**src/rtl/spectrum_stream_reader_pkg.sv**
```systemverilog
// Shared types and defaults for the spectrum stream reader.
// FSM encodings and default bus widths.
package spectrum_stream_reader_pkg;

  typedef enum logic [1:0] {
    SRD_IDLE  = 2'd0,
    SRD_READ  = 2'd1,
    SRD_DRAIN = 2'd2
  } srd_state_e;

  localparam int SRD_ADDR_W = 13;
  localparam int SRD_DATA_W = 16;

endpackage

```
**src/rtl/spectrum_stream_reader_if.sv**
```systemverilog
// Spectrum beat stream: addr/data/valid from the
// reader, ready back from the consumer.
interface spectrum_stream_reader_if
  import spectrum_stream_reader_pkg::*;
#(
  parameter int ADDR_W = SRD_ADDR_W,
  parameter int DATA_W = SRD_DATA_W
);

  logic [DATA_W-1:0] spectrum_data;
  logic [ADDR_W-1:0] spectrum_addr;
  logic              spectrum_valid;
  logic              spectrum_ready;

  modport master (
    output spectrum_data,
    output spectrum_addr,
    output spectrum_valid,
    input  spectrum_ready
  );

  modport slave (
    input  spectrum_data,
    input  spectrum_addr,
    input  spectrum_valid,
    output spectrum_ready
  );

endinterface

```
**src/rtl/spectrum_stream_reader_fifo.sv**
```systemverilog
// Small synchronous FIFO with occupancy count
// and a synchronous flush that wins over push/pop.
module stream_sync_fifo #(
  parameter int WIDTH = 29,
  parameter int DEPTH = 4,
  parameter int CNT_W = $clog2(DEPTH + 1)
) (
  input  logic             clk,
  input  logic             rst_n,
  input  logic             flush_i,
  input  logic             push_i,
  input  logic [WIDTH-1:0] wdata_i,
  input  logic             pop_i,
  output logic [WIDTH-1:0] rdata_o,
  output logic             empty_o,
  output logic [CNT_W-1:0] count_o
);

  localparam int IDX_W = (DEPTH > 1) ? $clog2(DEPTH) : 1;
  localparam logic [IDX_W-1:0] LAST = IDX_W'(DEPTH - 1);

  logic [WIDTH-1:0] mem_q [DEPTH];
  logic [IDX_W-1:0] wr_q;
  logic [IDX_W-1:0] rd_q;
  logic [CNT_W-1:0] cnt_q;
  logic             do_push;
  logic             do_pop;

  function automatic logic [IDX_W-1:0] nxt(
    input logic [IDX_W-1:0] p
  );
    return (p == LAST) ? '0 : p + IDX_W'(1);
  endfunction

  assign empty_o = (cnt_q == '0);
  assign count_o = cnt_q;
  assign rdata_o = mem_q[rd_q];
  assign do_pop  = pop_i && !empty_o;
  assign do_push = push_i &&
    ((cnt_q != CNT_W'(DEPTH)) || do_pop);

  always_ff @(posedge clk or negedge rst_n) begin
    if (!rst_n) begin
      wr_q  <= '0;
      rd_q  <= '0;
      cnt_q <= '0;
    end else if (flush_i) begin
      wr_q  <= '0;
      rd_q  <= '0;
      cnt_q <= '0;
    end else begin
      if (do_push) wr_q <= nxt(wr_q);
      if (do_pop)  rd_q <= nxt(rd_q);
      cnt_q <= cnt_q + CNT_W'(do_push)
                     - CNT_W'(do_pop);
    end
  end

  always_ff @(posedge clk or negedge rst_n) begin
    if (!rst_n) begin
      for (int i = 0; i < DEPTH; i++)
        mem_q[i] <= '0;
    end else if (do_push && !flush_i) begin
      mem_q[wr_q] <= wdata_i;
    end
  end

endmodule

```
**src/rtl/spectrum_stream_reader.sv**
```systemverilog
// Streams magnitude RAM bins 0..SCAN_LEN-1 after each
// FFT frame, credit-limited into an address-tagged FIFO.
module spectrum_stream_reader
  import spectrum_stream_reader_pkg::*;
#(
  parameter int ADDR_W   = SRD_ADDR_W,
  parameter int DATA_W   = SRD_DATA_W,
  parameter int SCAN_LEN = 1024,
  parameter int RAM_LAT  = 2
) (
  input  logic              clk,
  input  logic              rst_n,
  input  logic              stream_en,
  input  logic              fft_done,
  output logic              ram_rd_en,
  output logic [ADDR_W-1:0] ram_rd_addr,
  input  logic [DATA_W-1:0] ram_rd_data,
  spectrum_stream_reader_if.master spec,
  output logic              busy,
  output logic              frame_done,
  output logic              overrun
);

  localparam int DEPTH = RAM_LAT + 2;
  localparam int CNT_W = $clog2(DEPTH + 1);
  localparam int W     = ADDR_W + DATA_W;
  localparam int PTR_W = ADDR_W + 1;
  localparam logic [PTR_W-1:0] LAST =
    PTR_W'(SCAN_LEN - 1);

  srd_state_e       state_q, state_d;
  logic [PTR_W-1:0] rd_ptr_q, rd_ptr_d;
  logic [CNT_W-1:0] infl_q;
  logic             pend_q, pend_d;
  logic             ovr_q, ovr_d;
  logic             abort_q, abort_d;
  logic             fd_q, fd_d;

  logic              pv_q [RAM_LAT];
  logic [ADDR_W-1:0] pa_q [RAM_LAT];

  logic             f_push, f_pop, f_flush;
  logic             f_empty;
  logic [CNT_W-1:0] f_cnt;
  logic [W-1:0]     f_rdata;
  logic [CNT_W:0]   occ;
  logic             credit_ok;
  logic             pipe_v;
  logic             kill;
  logic             fire;
  logic             drain_done;

  assign busy       = (state_q != SRD_IDLE);
  assign frame_done = fd_q;
  assign overrun    = ovr_q;

  assign pipe_v    = pv_q[RAM_LAT-1];
  assign occ       = {1'b0, f_cnt} + {1'b0, infl_q};
  assign credit_ok = occ < (CNT_W + 1)'(DEPTH);
  assign fire      = fft_done && stream_en;
  assign kill      = busy && (!stream_en || abort_q);

  // Returning data of an aborted frame is dropped.
  assign f_flush = kill;
  assign f_push  = pipe_v && !kill;
  assign f_pop   = !f_empty && spec.spectrum_ready;

  assign drain_done = (infl_q == '0) &&
    (((f_cnt == CNT_W'(1)) && f_pop) ||
     (f_cnt == '0));

  always_comb begin
    state_d     = state_q;
    rd_ptr_d    = rd_ptr_q;
    pend_d      = pend_q;
    ovr_d       = ovr_q;
    abort_d     = abort_q;
    fd_d        = 1'b0;
    ram_rd_en   = 1'b0;
    ram_rd_addr = rd_ptr_q[ADDR_W-1:0];
    if (kill) begin
      rd_ptr_d = '0;
      pend_d   = 1'b0;
      if (infl_q == CNT_W'(pipe_v)) begin
        state_d = SRD_IDLE;
        abort_d = 1'b0;
      end else begin
        state_d = SRD_DRAIN;
        abort_d = 1'b1;
      end
    end else begin
      unique case (state_q)
        SRD_IDLE: begin
          if (fire) begin
            ram_rd_en   = 1'b1;
            ram_rd_addr = '0;
            rd_ptr_d    = PTR_W'(1);
            state_d     = SRD_READ;
          end
        end
        SRD_READ: begin
          if (fire) begin
            if (pend_q) ovr_d = 1'b1;
            else        pend_d = 1'b1;
          end
          if (credit_ok) begin
            ram_rd_en = 1'b1;
            rd_ptr_d  = rd_ptr_q + PTR_W'(1);
            if (rd_ptr_q == LAST)
              state_d = SRD_DRAIN;
          end
        end
        SRD_DRAIN: begin
          if (drain_done) begin
            fd_d = 1'b1;
            // A same-cycle fft_done starts the next frame too.
            if (pend_q || fft_done) begin
              ram_rd_en   = 1'b1;
              ram_rd_addr = '0;
              rd_ptr_d    = PTR_W'(1);
              pend_d      = pend_q && fft_done;
              state_d     = SRD_READ;
            end else begin
              rd_ptr_d = '0;
              state_d  = SRD_IDLE;
            end
          end else if (fire) begin
            if (pend_q) ovr_d = 1'b1;
            else        pend_d = 1'b1;
          end
        end
        default: state_d = SRD_IDLE;
      endcase
    end
  end

  always_ff @(posedge clk or negedge rst_n) begin
    if (!rst_n) begin
      state_q  <= SRD_IDLE;
      rd_ptr_q <= '0;
      infl_q   <= '0;
      pend_q   <= 1'b0;
      ovr_q    <= 1'b0;
      abort_q  <= 1'b0;
      fd_q     <= 1'b0;
    end else begin
      state_q  <= state_d;
      rd_ptr_q <= rd_ptr_d;
      infl_q   <= infl_q + CNT_W'(ram_rd_en)
                         - CNT_W'(pipe_v);
      pend_q   <= pend_d;
      ovr_q    <= ovr_d;
      abort_q  <= abort_d;
      fd_q     <= fd_d;
    end
  end

  // Address tag travels alongside the RAM read latency.
  always_ff @(posedge clk or negedge rst_n) begin
    if (!rst_n) begin
      for (int i = 0; i < RAM_LAT; i++) begin
        pv_q[i] <= 1'b0;
        pa_q[i] <= '0;
      end
    end else begin
      pv_q[0] <= ram_rd_en;
      pa_q[0] <= ram_rd_addr;
      for (int i = 1; i < RAM_LAT; i++) begin
        pv_q[i] <= pv_q[i-1];
        pa_q[i] <= pa_q[i-1];
      end
    end
  end

  stream_sync_fifo #(
    .WIDTH (W),
    .DEPTH (DEPTH),
    .CNT_W (CNT_W)
  ) u_fifo (
    .clk     (clk),
    .rst_n   (rst_n),
    .flush_i (f_flush),
    .push_i  (f_push),
    .wdata_i ({pa_q[RAM_LAT-1], ram_rd_data}),
    .pop_i   (f_pop),
    .rdata_o (f_rdata),
    .empty_o (f_empty),
    .count_o (f_cnt)
  );

  assign spec.spectrum_valid = !f_empty;
  assign spec.spectrum_addr  = f_rdata[W-1:DATA_W];
  assign spec.spectrum_data  = f_rdata[DATA_W-1:0];

endmodule
```
**src/flat_wrapper.sv**
```systemverilog
// flat-port wrapper written by rule: the top's interface ports become plain ports
module spectrum_stream_reader_flat import spectrum_stream_reader_pkg::*;
#(
  parameter int ADDR_W   = SRD_ADDR_W,
  parameter int DATA_W   = SRD_DATA_W,
  parameter int SCAN_LEN = 1024,
  parameter int RAM_LAT  = 2
)
  (clk, rst_n, stream_en, fft_done, ram_rd_en, ram_rd_addr, ram_rd_data, busy, frame_done, overrun, spec_spectrum_data, spec_spectrum_addr, spec_spectrum_valid, spec_spectrum_ready);
  spectrum_stream_reader_if #(.ADDR_W(ADDR_W), .DATA_W(DATA_W)) spec_i ();
  input  logic clk;
  input  logic rst_n;
  input  logic stream_en;
  input  logic fft_done;
  output logic ram_rd_en;
  output logic [ADDR_W-1:0] ram_rd_addr;
  input  logic [DATA_W-1:0] ram_rd_data;
  output logic busy;
  output logic frame_done;
  output logic overrun;
  output wire logic [$bits(spec_i.spectrum_data)-1:0] spec_spectrum_data;
  output wire logic [$bits(spec_i.spectrum_addr)-1:0] spec_spectrum_addr;
  output wire logic [$bits(spec_i.spectrum_valid)-1:0] spec_spectrum_valid;
  input wire logic [$bits(spec_i.spectrum_ready)-1:0] spec_spectrum_ready;
  assign spec_spectrum_data = spec_i.spectrum_data;
  assign spec_spectrum_addr = spec_i.spectrum_addr;
  assign spec_spectrum_valid = spec_i.spectrum_valid;
  assign spec_i.spectrum_ready = spec_spectrum_ready;
  spectrum_stream_reader #(.ADDR_W(ADDR_W), .DATA_W(DATA_W), .SCAN_LEN(SCAN_LEN), .RAM_LAT(RAM_LAT)) u_core (.clk(clk), .rst_n(rst_n), .stream_en(stream_en), .fft_done(fft_done), .ram_rd_en(ram_rd_en), .ram_rd_addr(ram_rd_addr), .ram_rd_data(ram_rd_data), .spec(spec_i), .busy(busy), .frame_done(frame_done), .overrun(overrun));
endmodule
```
**config.mk**
```make
export PLATFORM = sky130hd
export DESIGN_NAME = spectrum_stream_reader_flat
export DESIGN_NICKNAME = d
export VERILOG_FILES = /design/src/rtl/spectrum_stream_reader_pkg.sv /design/src/rtl/spectrum_stream_reader_if.sv /design/src/rtl/spectrum_stream_reader_fifo.sv /design/src/rtl/spectrum_stream_reader.sv /design/src/flat_wrapper.sv
export SDC_FILE = /design/constraint.sdc
export NUM_CORES = 1
export LEC_CHECK = 0
export CORE_MARGIN = 5
export CORE_UTILIZATION = 30
export CTS_CLUSTER_DIAMETER = 120
export DETAILED_ROUTE_END_ITERATION = 8
export MAX_ROUTING_LAYER = met4
export PLACE_DENSITY_LB_ADDON = 0.12
export REMOVE_ABC_BUFFERS = 1
export SYNTH_ARGS = -nofsm -noshare
export SYNTH_HDL_FRONTEND = slang
export SYNTH_HIERARCHICAL = 1
export SYNTH_SLANG_ARGS = --single-unit
```
**constraint.sdc**
```tcl
create_clock -name clk -period 3.7 [get_ports clk]
set_input_delay 0.74 -clock clk [delete_from_list [all_inputs] [get_ports clk]]
set_output_delay 0.74 -clock clk [all_outputs]
set_load 0.01 [all_outputs]
```
======== Word level (Yosys, flattened, before mapping) ========
Index checks and enable logic that the tools add are counted.
storage, ports and cells
  flip-flop bits (word level) ............. 174
  input bits .............................. 21
operators by class
  add/subtract/negate cells ............... 8
  magnitude comparators ................... 4
  eq/ne operators ......................... 14
  multiplexer cells ....................... 51
  bitwise gates (word level) .............. 3
  reductions and logical operators ........ 31
operators by type and width
  kind                     number
  $bwmux W116              1
  $mux W29                 3
  $bmux W29 S2             1
  $demux W29 S2            1
  $mux W14                 4
  $mux W13                 4
  $pmux W14 S3             1
  $pmux W13 S2             1
  $mux W2                  12
  $mux W1                  18
  $add A14 B1 Y14 const B  1
  $eq A14 B10 Y1 const B   1
  $ne A3 B1 Y1 const B     4
  $logic_and A1 B1 Y1      11
  $reduce_and A4 Y1        2
  $reduce_bool A2 Y1       4
  $add A3 B1 Y3            2
  $eq A2 B2 Y1 const B     3
  $ge A3 B3 Y1 const B     2
  $logic_not A3 Y1         2
  $not A2 Y3               2
  $pmux W2 S3              1
  $sub A3 B1 Y3            2
  $add A2 B1 Y2 const B    2
  other kinds (20)         26

======== Longest topological paths before layout ========
  word-level depth ........................ 11
  mapped depth ............................ 15
  mapped depth without buffers ............ 14

======== Cells and area by module ========
Netlist, hierarchy kept.
by module, submodules not included
  module                  times used  cells each  area an instance (µm²)
  stream_sync_fifo        1           326         5,636.7
  spectrum_stream_reader  1           202         2,289.7

======== Least setup slack after synthesis ========
Ideal clock, no wire load.
  path type ............................... register to register
  from .................................... reg u_core.u_fifo.cnt_q[1], in the netlist u_core/u_fifo/count_o[1]
  to ...................................... reg u_core.infl_q[2]
  arrival time ............................ 2.678 ns
  required time ........................... 3.574 ns
  path slack .............................. 0.896 ns
  cell stages (with the launch flop) ...... 12
  path buffers ............................ 0
  cells stage by stage .................... dfrtp_1 > ha_1 > and3_1 > nor4_1 > a2bb2o_1 > nor2_1 > nor3_1 > ha_1 > inv_1 > fa_1 > xnor2_1 > xnor2_1
on the way
  word-level cells in the longest chain between the ends .. 11
  elaborated cells on any way between the ends .. 15
  classes of those cells .................. add/sub (3); order compare (1); eq/ne (1); mux (4); reduce/logical (6)
ends and longest elaborated chain
  element                                                                line                               source
  start, declared                                                        spectrum_stream_reader_fifo.sv:25  logic [CNT_W-1:0] cnt_q;
  start signal, assigned                                                 spectrum_stream_reader_fifo.sv:54  cnt_q <= cnt_q + CNT_W'(do_push)
  parallel branches: the longest is 7 deep, another holds $add A3 B3 Y4  -
  $pmux W1 S3 *                                                          spectrum_stream_reader.sv:92       unique case (state_q)
  $mux W1 *                                                              spectrum_stream_reader.sv:81       if (kill) begin
  via ram_rd_en                                                          flat_wrapper.sv:15                 output logic ram_rd_en;
  $add A3 B1 Y3 *                                                        spectrum_stream_reader.sv:149      infl_q <= infl_q + CNT_W'(ram_rd_en)
  $sub A3 B1 Y3 *                                                        spectrum_stream_reader.sv:150      - CNT_W'(pipe_v);
  end signal, assigned                                                   spectrum_stream_reader.sv:149
  end, declared                                                          spectrum_stream_reader.sv:33       logic [CNT_W-1:0] infl_q;
Mark *: on every way through the listed nets, which the timed path passes.
A chain may end at the register's enable or synchronous reset.

======== Final worst setup path ========
  from .................................... reg u_core.infl_q[1]
  to ...................................... out ram_rd_addr[12]
on the way
  word-level cells in the longest chain between the ends .. 5
ends and longest elaborated chain
  element              line                           source
  $logic_not A3 Y1     spectrum_stream_reader.sv:68   assign drain_done = (infl_q == '0) &&
  $logic_and A1 B1 Y1  spectrum_stream_reader.sv:68
  $mux W13             spectrum_stream_reader.sv:114  if (drain_done) begin
  $pmux W13 S2         spectrum_stream_reader.sv:92
  $mux W13             spectrum_stream_reader.sv:81
  end, declared        flat_wrapper.sv:16             output logic [ADDR_W-1:0] ram_rd_addr;
Every way passes these cells.

==> reports/results.ini <==
[yosys]
synthCells=528
syn-mean-instance-area_um2=15.0
ys_warn_count=6
async_reset_ff_frac=1.00
ys_seq_area_frac=0.549
synth_edf_count=0
synth-seq-cells=174
synth_ff_type=dfrtp_1
ys_types=52
netlist_area_mm2=0.00793

[floorplanning]
dieHeight_um=173
die_x_um=173
num_rows=59
io_pins=68
die_area_mm2=0.0298
core_area_mm2=0.0261
initial_core_util=0.304

[setup_path]
worstPathRequired_ns=2.96
critPathCaptureType=primary output
arrival_ns=2.87
r2r-end=u_core/u_fifo/count_o[2]
path_class=register to primary output
reg2regPathDepth=14
rrSetupSlack_ns=0.70
rr_startpoint=u_core/state_q[0]
startpoint_type=register
critPathMaxFanout=7

[finish]
final_core_util=0.376
drive_gt1_frac=0.364
syn_to_final_growth_pct=23.7
antennaDiodeCount=0
fin_nets=645

[sta]
post-route-min-period_ns=3.61
rsz0062_at_grt=false
period_share=0.974
fmax_mhz=277
setup_violations=0
maxSlewViolCount=0
slew-limit-headroom=0.455
worst_pin_slew_ns=0.813
hold_viol=0
fin_skew_ns=0.0136
hold_ws_ns=0.351

[routing]
drc=0
viasPerCell=4.81
drt_wl_total_mm=18.1
drt_iter0_drc=175
ant_nets=0
routedWlPerCell_um=18.9
first_pass_iters=5
num_vias=4601

[clock_tree]
ctsHtreeMaxLevel=4
clk_latency_ns=0.42
cts_tree=built
numCtsBuffers=17
cts_buffer_depth=2
clkTransAtPathRegs_ns=0.07
clock_sinks=174
clockRootBuffer=clkbuf_16

[placement]
routabilityCongestion=0.810
hpwl_mm=11.4
io_buffers=67

[global_routing]
grt_usage=0.128
grt_overflow=0
grt_pass1_wl_mm=29.4
antenna_found_initial=0
grt_max_degree=81
first_global_vias=5151

[run]
max_cap_viol_count=0

[run_status]
status=completed

[min_path]
hold-path-endpoint=u_core/pa_q[3]
min_path_type=register to register
holdPathStages=0
min_from=u_core/pa_q[16]

[pwr]
power_density_mw_per_mm2=589
ir_drop_mv=0.355
p_leak_nw=4.52

## metrics by stage
step / instance area (um^2) / instances / setup TNS, ns / setup slack (ns) / total power, mW
final: 9800 / 956 / 0 / 0.0949 / 5.78
after global routing: 9800 / 956 / 0 / 0.00154 / 6.10
after global placement: 9090 / 921 / 0 / 0.0476 / 3.80
after CTS: 9740 / 954 / 0 / 0.00136 / 5.84
after detailed placement: 9090 / 921 / 0 / 0.0181 / 3.84
after floorplan: 7740 / 500 / -15.65 / -0.305 / 3.16
## worst max path at each step
stage | from | depth (start not counted) | slack [ns] | endpoint
after floorplan | stream_en | 6 | -0.31 | u_core/u_fifo/mem_q[0]
after global placement | spec_spectrum_ready | 7 | 0.05 | ram_rd_addr[7]
after detailed placement | spec_spectrum_ready | 7 | 0.02 | ram_rd_addr[7]
after CTS | u_core/infl_q[1] | 6 | 0.001 | ram_rd_addr[4]
after global routing | u_core/infl_q[1] | 6 | 0.002 | ram_rd_addr[12]
final | u_core/infl_q[1] | 6 | 0.09 | ram_rd_addr[12]
## per-layer routing
metal  up-vias  global-route usage  routed length (um)
met2        81               0.206                8930
li1       2096                   -                   -
met1      2420               0.165                8480
met4         0              0.0267                  82
met3         4              0.0336                 590
met5         -                   -                   0
## cell type report
type                    count  area (um^2)
fillers                  2436        16300
flip-flops and latches    174         4360
multi-input cells         310         3410
repair buffers             88          925
clock buffers              18          429
well taps                 335          419
clock inverters            14          201
inverters                  17         63.8
## timing repair
item / CTS / global route
gates resized for setup: 5 / 16
endpoints found under the setup margin: 14 / 14
hold buffers: 0 / 0
pin swaps: 1 / 0
setup buffers: 0 / 2
gates cloned: 1 / 0
## flip-flops by register name, summed over array words and instances, names as in the netlist
| name | flops |
|---|---|
| u_core/pv_q | 1 |
| u_core/overrun | 1 |
| u_core/abort_q | 1 |
| u_core/pa_q | 26 |
| u_core/u_fifo/mem_q | 116 |
| u_core/u_fifo/count_o | 3 |
| u_core/state_q | 2 |
| u_core/frame_done | 1 |
| u_core/pipe_v | 1 |
| u_core/u_fifo/wr_q | 2 |
| u_core/pend_q | 1 |
| u_core/u_fifo/rd_q | 2 |
| u_core/infl_q | 3 |
| u_core/rd_ptr_q | 14 |
## Yosys cell counts, drive strengths merged, types with 8 or more instances
cell / count / area [um^2]
a21oi: 8 / 40.0
and2: 15 / 93.8
buf: 19 / 149
clkbuf: 9 / 33.8
dfrtp: 174 / 4350
ha: 14 / 175
inv: 17 / 63.8
mux2: 118 / 1480
mux4: 29 / 653
nand2: 10 / 37.5
nor2: 19 / 71.3
o21ai: 12 / 60.1
o31ai: 18 / 155
## cells in the final DEF, fill, tap and decap left out, drive strengths merged, types with 3 or more instances in the layout
cell type / Yosys / final
nor4b: 3 / 3
clkbuf: 9 / 18
nand2b: 4 / 4
nor2b: 4 / 4
ha: 14 / 14
a31oi: 4 / 4
inv: 17 / 24
nand2: 10 / 10
o31ai: 18 / 18
mux4: 29 / 29
nand3: 7 / 7
bufinv: 0 / 4
buf: 19 / 22
xor2: 3 / 3
clkdlybuf4s50: 0 / 58
o21ai: 12 / 12
mux2: 118 / 118
dfrtp: 174 / 174
nor4: 4 / 4
nor3: 7 / 7
and2: 15 / 15
o41ai: 4 / 4
dlymetal6s2s: 0 / 8
a21oi: 8 / 8
nor2: 19 / 19
## kinds of logic after synthesis
kind of cell,Yosys count,synth area share
DFF,174,0.549
buffers and inverters,45,0.0311
adders and majority gates,16,0.0272
xor gates and xnor gates,5,0.00553
AOI/OAI and AO/OA,60,0.0576
muxes,147,0.269
and+or+nand+nor,81,0.0603
## critical path, cell delays in order, from the launching register on
cell and delay [ns]:
dfrtp_2 0.44, or4_4 0.55, a211oi_4 0.26, o21ai_2 0.14, a211o_4 0.39, and2_1 0.19, clkdlybuf4s50_1 0.48
## report_power, final
part	internal, mW	total, mW	leakage (nW)	switching [mW]
clock	1.15	1.93	0.308	0.778
combinational	0.791	1.54	1.83	0.748
sequential	2.14	2.31	2.38	0.170
(Power assumes the default switching activity.)
